<file path="src/rtl/soc_system_pio_in_pkg.sv">
// Shared register-map constants and bus helpers for the filtered input PIO.
package soc_system_pio_in_pkg;

    localparam logic [2:0] ADDR_DATA  = 3'd0;  // filtered input value, read-only
    localparam logic [2:0] ADDR_RSVD1 = 3'd1;  // reads 0, writes ignored
    localparam logic [2:0] ADDR_MASK  = 3'd2;  // irq mask
    localparam logic [2:0] ADDR_EDGE  = 3'd3;  // edge capture, write-1-to-clear
    localparam logic [2:0] ADDR_RISE  = 3'd4;  // rising-edge enable
    localparam logic [2:0] ADDR_FALL  = 3'd5;  // falling-edge enable
    localparam logic [2:0] ADDR_FILT  = 3'd6;  // glitch filter length
    localparam logic [2:0] ADDR_RSVD7 = 3'd7;  // reads 0, writes ignored

    // Avalon write strobe: slave selected and active-low write asserted.
    function automatic logic pio_wr_en(input logic cs, input logic wr_n);
        return cs & ~wr_n;
    endfunction

endpackage

</file>
<file path="src/rtl/soc_system_pio_in_chan.sv">
// One input channel: synchroniser, glitch filter, edge classification and
// the sticky edge-capture bit.
module soc_system_pio_in_chan #(
    parameter int unsigned SYNC_STAGES = 2,
    parameter int unsigned FILT_W      = 8
) (
    input  logic              clk,
    input  logic              reset,
    input  logic              in_bit,
    input  logic [FILT_W-1:0] filt_len,
    input  logic              rise_en,
    input  logic              fall_en,
    input  logic              clr,
    output logic              filt,
    output logic              cap
);

    localparam logic [FILT_W-1:0] ONE = FILT_W'(1);

    logic [SYNC_STAGES-1:0] sync_q, sync_d;
    logic [FILT_W-1:0]      cnt_q, cnt_d;
    logic                   filt_q, filt_d;
    logic                   cap_q, cap_d;
    logic                   s_s;
    logic                   evt_s;
    logic                   set_s;

    // Next-state for synchroniser, filter counter, filtered value and capture bit.
    always_comb begin
        sync_d = {sync_q[SYNC_STAGES-2:0], in_bit};
        s_s    = sync_q[SYNC_STAGES-1];
        cnt_d  = cnt_q;
        filt_d = filt_q;
        evt_s  = 1'b0;
        if (s_s == filt_q) begin
            cnt_d = '0;
        end else if ((filt_len <= ONE) || (cnt_q >= (filt_len - ONE))) begin
            // Input has disagreed long enough: accept it as the new level.
            filt_d = s_s;
            cnt_d  = '0;
            evt_s  = 1'b1;
        end else begin
            cnt_d = cnt_q + ONE;
        end
        set_s = evt_s & ((s_s & rise_en) | (~s_s & fall_en));
        // A new event wins over a simultaneous software clear so no edge is lost.
        if (set_s) begin
            cap_d = 1'b1;
        end else if (clr) begin
            cap_d = 1'b0;
        end else begin
            cap_d = cap_q;
        end
    end

    // Channel state registers with asynchronous reset.
    always_ff @(posedge clk or posedge reset) begin
        if (reset) begin
            sync_q <= '0;
            cnt_q  <= '0;
            filt_q <= 1'b0;
            cap_q  <= 1'b0;
        end else begin
            sync_q <= sync_d;
            cnt_q  <= cnt_d;
            filt_q <= filt_d;
            cap_q  <= cap_d;
        end
    end

    assign filt = filt_q;
    assign cap  = cap_q;

endmodule

</file>
<file path="src/rtl/soc_system_pio_in_filt_irq.sv">
// Avalon-MM input PIO with synchronised, glitch-filtered channels, per-bit
// rise/fall edge capture and a masked, registered level interrupt.
module soc_system_pio_in_filt_irq
    import soc_system_pio_in_pkg::*;
#(
    parameter int unsigned      WIDTH       = 32,
    parameter int unsigned      SYNC_STAGES = 2,
    parameter int unsigned      FILT_W      = 8,
    parameter logic [WIDTH-1:0] RISE_RST    = '1,
    parameter logic [WIDTH-1:0] FALL_RST    = '1
) (
    input  logic             clk,
    input  logic             reset,
    input  logic [2:0]       address,
    input  logic             chipselect,
    input  logic             write_n,
    input  logic [31:0]      writedata,
    output logic [31:0]      readdata,
    input  logic [WIDTH-1:0] in_port,
    output logic             irq
);

    logic              write_s;
    logic [WIDTH-1:0]  irqmask_q, irqmask_d;
    logic [WIDTH-1:0]  rise_en_q, rise_en_d;
    logic [WIDTH-1:0]  fall_en_q, fall_en_d;
    logic [FILT_W-1:0] filt_len_q, filt_len_d;
    logic [31:0]       readdata_q, readdata_d;
    logic              irq_q, irq_d;
    logic [WIDTH-1:0]  filt_s;
    logic [WIDTH-1:0]  cap_s;
    logic [WIDTH-1:0]  clr_s;

    // Write-data bits above the channel count are intentionally discarded.
    logic unused_wdata_s;
    assign unused_wdata_s = ^writedata;

    // Per-channel datapath, one instance per input bit.
    for (genvar i = 0; i < WIDTH; i++) begin : g_chan
        soc_system_pio_in_chan #(
            .SYNC_STAGES (SYNC_STAGES),
            .FILT_W      (FILT_W)
        ) u_chan (
            .clk      (clk),
            .reset    (reset),
            .in_bit   (in_port[i]),
            .filt_len (filt_len_q),
            .rise_en  (rise_en_q[i]),
            .fall_en  (fall_en_q[i]),
            .clr      (clr_s[i]),
            .filt     (filt_s[i]),
            .cap      (cap_s[i])
        );
    end

    // CSR write decode and W1C clear vector for the capture bits.
    always_comb begin
        write_s    = pio_wr_en(chipselect, write_n);
        irqmask_d  = irqmask_q;
        rise_en_d  = rise_en_q;
        fall_en_d  = fall_en_q;
        filt_len_d = filt_len_q;
        clr_s      = '0;
        if (write_s) begin
            case (address)
                ADDR_MASK: irqmask_d  = writedata[WIDTH-1:0];
                ADDR_EDGE: clr_s      = writedata[WIDTH-1:0];
                ADDR_RISE: rise_en_d  = writedata[WIDTH-1:0];
                ADDR_FALL: fall_en_d  = writedata[WIDTH-1:0];
                ADDR_FILT: filt_len_d = writedata[FILT_W-1:0];
                default:   clr_s      = '0;
            endcase
        end else begin
            clr_s = '0;
        end
    end

    // Read mux (zero-extended to the bus width) and interrupt level.
    always_comb begin
        readdata_d = 32'h0000_0000;
        case (address)
            ADDR_DATA: readdata_d[WIDTH-1:0]  = filt_s;
            ADDR_MASK: readdata_d[WIDTH-1:0]  = irqmask_q;
            ADDR_EDGE: readdata_d[WIDTH-1:0]  = cap_s;
            ADDR_RISE: readdata_d[WIDTH-1:0]  = rise_en_q;
            ADDR_FALL: readdata_d[WIDTH-1:0]  = fall_en_q;
            ADDR_FILT: readdata_d[FILT_W-1:0] = filt_len_q;
            default:   readdata_d             = 32'h0000_0000;
        endcase
        irq_d = |(cap_s & irqmask_q);
    end

    // Control registers, read-data register and interrupt register.
    always_ff @(posedge clk or posedge reset) begin
        if (reset) begin
            irqmask_q  <= '0;
            rise_en_q  <= RISE_RST;
            fall_en_q  <= FALL_RST;
            filt_len_q <= '0;
            readdata_q <= 32'h0000_0000;
            irq_q      <= 1'b0;
        end else begin
            irqmask_q  <= irqmask_d;
            rise_en_q  <= rise_en_d;
            fall_en_q  <= fall_en_d;
            filt_len_q <= filt_len_d;
            readdata_q <= readdata_d;
            irq_q      <= irq_d;
        end
    end

    assign readdata = readdata_q;
    assign irq      = irq_q;

endmodule

</file>
<file path="config.mk">
export PLATFORM = sky130hd
export DESIGN_NAME = soc_system_pio_in_filt_irq
export DESIGN_NICKNAME = d
export VERILOG_FILES = /design/src/rtl/soc_system_pio_in_pkg.sv /design/src/rtl/soc_system_pio_in_chan.sv /design/src/rtl/soc_system_pio_in_filt_irq.sv
export SDC_FILE = /design/constraint.sdc
export NUM_CORES = 1
export LEC_CHECK = 0
export CORE_UTILIZATION = 60
export CTS_CLUSTER_DIAMETER = 100
export CTS_CLUSTER_SIZE = 16
export DETAILED_ROUTE_END_ITERATION = 10
export PLACE_DENSITY_LB_ADDON = 0.12
export SYNTH_ARGS = -nofsm -noshare
export SYNTH_HDL_FRONTEND = slang
export SYNTH_HIERARCHICAL = 1
export SYNTH_SLANG_ARGS = --single-unit
</file>
<file path="constraint.sdc">
create_clock -name clk -period 6.05 [get_ports clk]
set_clock_uncertainty 0.1 [all_clocks]
set_input_delay 1.815 -clock clk [delete_from_list [all_inputs] [get_ports clk]]
set_output_delay 1.815 -clock clk [all_outputs]
set_load 0.005 [all_outputs]
</file>
==> results.json <==
{
  "maxCapViolCount": 0,
  "r2r_end": "g_chan[30].u_chan/cnt_q[6]",
  "synth.distinct_cells": 60,
  "synth_top_area_share_pct": 34.2,
  "dp_hpwl_um": 57700,
  "fp.dieH_um": 238,
  "async_flop_share_pct": 100,
  "yosysWarningCount": 6,
  "final-seq-area_um2": 13100,
  "area_growth_pct": 9.54,
  "synth_seq_cells": 521,
  "wl_per_cell_um": 19.6,
  "ys.flop_type": "dfrtp_1",
  "worstPathMaxFanout": 32,
  "rsz0062_at_grt": "no",
  "end_kind": "register",
  "drt-vias-per-instance": 5.83,
  "min_path_type": "reg2reg",
  "hold_buffers": 0,
  "syn_area_per_cell_um2": 10.5,
  "numCtsBuffers": 38,
  "timing.rr.start": "filt_len_q[0]",
  "die-area_um2": 56700,
  "num_rows": 86,
  "clk_pin_slew_worst_paths_ns": 0.07,
  "post-route-min-period_ns": 3.99,
  "grt_pass1_wl_um": 131000,
  "drive_gt1_share_pct": 13.7,
  "synth_edf_count": 0,
  "p_per_area_nw_per_um2": 361,
  "clockBufferDepth": 3,
  "setup_tns_ns": 0,
  "hp-start": "g_chan[7].u_chan/sync_q[0]",
  "dpl_cell_area_um2": 35500,
  "setup_viol": 0,
  "via_count": 23900,
  "yosysMostFrequentCell": "nor2_1",
  "slew_headroom_pct": 16.1,
  "num-nets-final": 3743,
  "synth.area.top_cells": "dfrtp_1 34%, ha_1 13%, xor2_1 6.0%, nor2_1 5.3%, dfstp_2 5.0%",
  "fillerInstances": 4315,
  "outcome": "complete, no violations",
  "final_area_um2": 36600,
  "synth_common_cells": "470 x nor2_1, 457 x dfrtp_1, 352 x ha_1",
  "crit_required_ns": 6.41,
  "routed_wl_um": 80400,
  "cts_root_buf": "clkbuf_16",
  "cts_setup_buffers": 0,
  "grt_util_all_layers_pct": 28.9,
  "fin_crit_sh_pct": 66.0,
  "drc_errors": 0,
  "clock_sinks": 521,
  "worstPathArrival_ns": 4.35,
  "cts.htree.levels": 2,
  "core-area_um2": 55100,
  "syn_area_um2": 33400,
  "fmax_mhz": 251,
  "criticalPathCategory": "in2reg",
  "ioPinCount": 104,
  "synth-seq-area-share_pct": 39.2,
  "die_w_um": 238,
  "grt_overflow_total": 0,
  "dr.pass1.iters": 5,
  "initial_core_util_pct": 60.7,
  "peakVddDrop_mv": 0.213,
  "first_iter_violations": 1372,
  "holdPathEnd": "g_chan[7].u_chan/sync_q[1]",
  "yosys.area.top_type": "dfrtp_1",
  "postCtsResizedCells": 0,
  "grt_pass1_vias": 24900,
  "postRouteAntennaNets": 0,
  "grt_max_degree": 102,
  "fin_util_pct": 66.5,
  "hold_depth": 0,
  "clk_latency_ns": 0.58,
  "multi_input_area_um2": 19300,
  "syn_nets": 3611,
  "p_leak_nw": 16.5,
  "antenna_found_initial": 10,
  "portBuffers": 103,
  "hold_viol_final": 0,
  "r2r_cells": 10,
  "postSynthCellCount": 3188,
  "gp_congestion": 0.860,
  "slew_violations": 0,
  "cts_tree": "done",
  "rrSetupSlack_ns": 2.10,
  "tightest_slew_ns": 1.26,
  "cp-start-kind": "input pin"
}
-- worst max path at each step --
| stage | start | endpoint | slack [ns] | depth (start not counted) |
|---|---|---|---|---|
| floorplan | reset | filt_len_q[0] | 0.57 | 1 |
| global placement | address[0] | fall_en_q[30] | 1.66 | 5 |
| detailed placement | address[1] | irqmask_q[22] | 1.53 | 5 |
| CTS | filt_len_q[0] | g_chan[17].u_chan/cnt_q[2] | 2.10 | 10 |
| global route | filt_len_q[0] | g_chan[29].u_chan/cnt_q[4] | 1.79 | 10 |
| finish | address[1] | irqmask_q[22] | 2.06 | 5 |
-- flip-flops by register name, indices dropped and copies added, names as in the netlist --
register,count
fall_en_q,32
readdata,32
g_chan.u_chan/cap,32
g_chan.u_chan/filt,32
irq,1
irqmask_q,32
g_chan.u_chan/cnt_q,256
g_chan.u_chan/sync_q,64
rise_en_q,32
filt_len_q,8
-- final cells by class --
| cell class | instances | share of cell area (%) |
|---|---|---|
| diodes | 4 | 0.0273 |
| repair buffers | 127 | 3.45 |
| well taps | 748 | 2.56 |
| inverters | 212 | 2.19 |
| multi-input cells | 2420 | 52.7 |
| clock inverters | 1 | 0.0137 |
| flip-flops and latches | 521 | 35.9 |
| clock buffers | 69 | 3.15 |
-- where the power goes --
part	internal [mW]	total [mW]	switching, mW	leakage (nW)
Sequential	4.22	5.23	1.01	6.59
Combinational	2.49	5.44	2.96	9.34
Clock	1.29	2.55	1.26	0.553
Total	8.00	13.2	5.23	16.5
-- layer usage --
metal | GRT usage (%) | up-vias | share of wire, %
li1 | - | 11400 | -
met1 | 36.7 | 11900 | 43
met2 | 50.4 | 481 | 49
met3 | 4.00 | 147 | 4.2
met4 | 10.1 | 10 | 3.3
met5 | 0 | - | 0.077
-- worst max-delay path: stages --
cell and delay, ns:
clkdlybuf4s50_1 0.46, buf_4 0.27, nor2b_1 0.58, nand2_2 0.68, mux2_1 0.53
-- cells in the final DEF (no fill, tap or decap), types with 46 or more instances in the layout --
cell type / Yosys / routed
nand3b_1: 55 / 55
mux2_2: 73 / 73
nor3_1: 47 / 46
xor2_1: 228 / 228
inv_1: 212 / 211
ha_1: 352 / 352
xnor2_1: 188 / 188
nor2_1: 470 / 470
clkdlybuf4s50_1: 0 / 101
nand3_1: 97 / 97
o21ai_0: 78 / 78
mux2_4: 62 / 62
dfrtp_1: 457 / 449
and3_1: 48 / 48
a21oi_1: 55 / 55
nand2_1: 155 / 154
dfstp_2: 64 / 64
-- cell families after synthesis --
logic type      after synthesis  share of synthesized area [%]
compound gates              367                           9.60
mux                         168                           6.33
xor+xnor                    416                           10.9
buf+inv                     247                           3.06
simple gates               1117                           17.7
fa+ha+maj                   352                           13.2
flops                       521                           39.2
-- per-stage QoR --
step	std cells	hold WS, ns	total power [mW]	setup WS, ns
final	4102	0.249	13.2	2.06
after global routing	4102	0.260	14.1	1.79
after CTS	4098	0.251	13.3	2.10
after detailed placement	4028	0.235	10.7	1.53
after global placement	4028	0.234	10.4	1.66
after floorplan	3188	0.231	9.15	0.573
(Power assumes the default switching activity.)
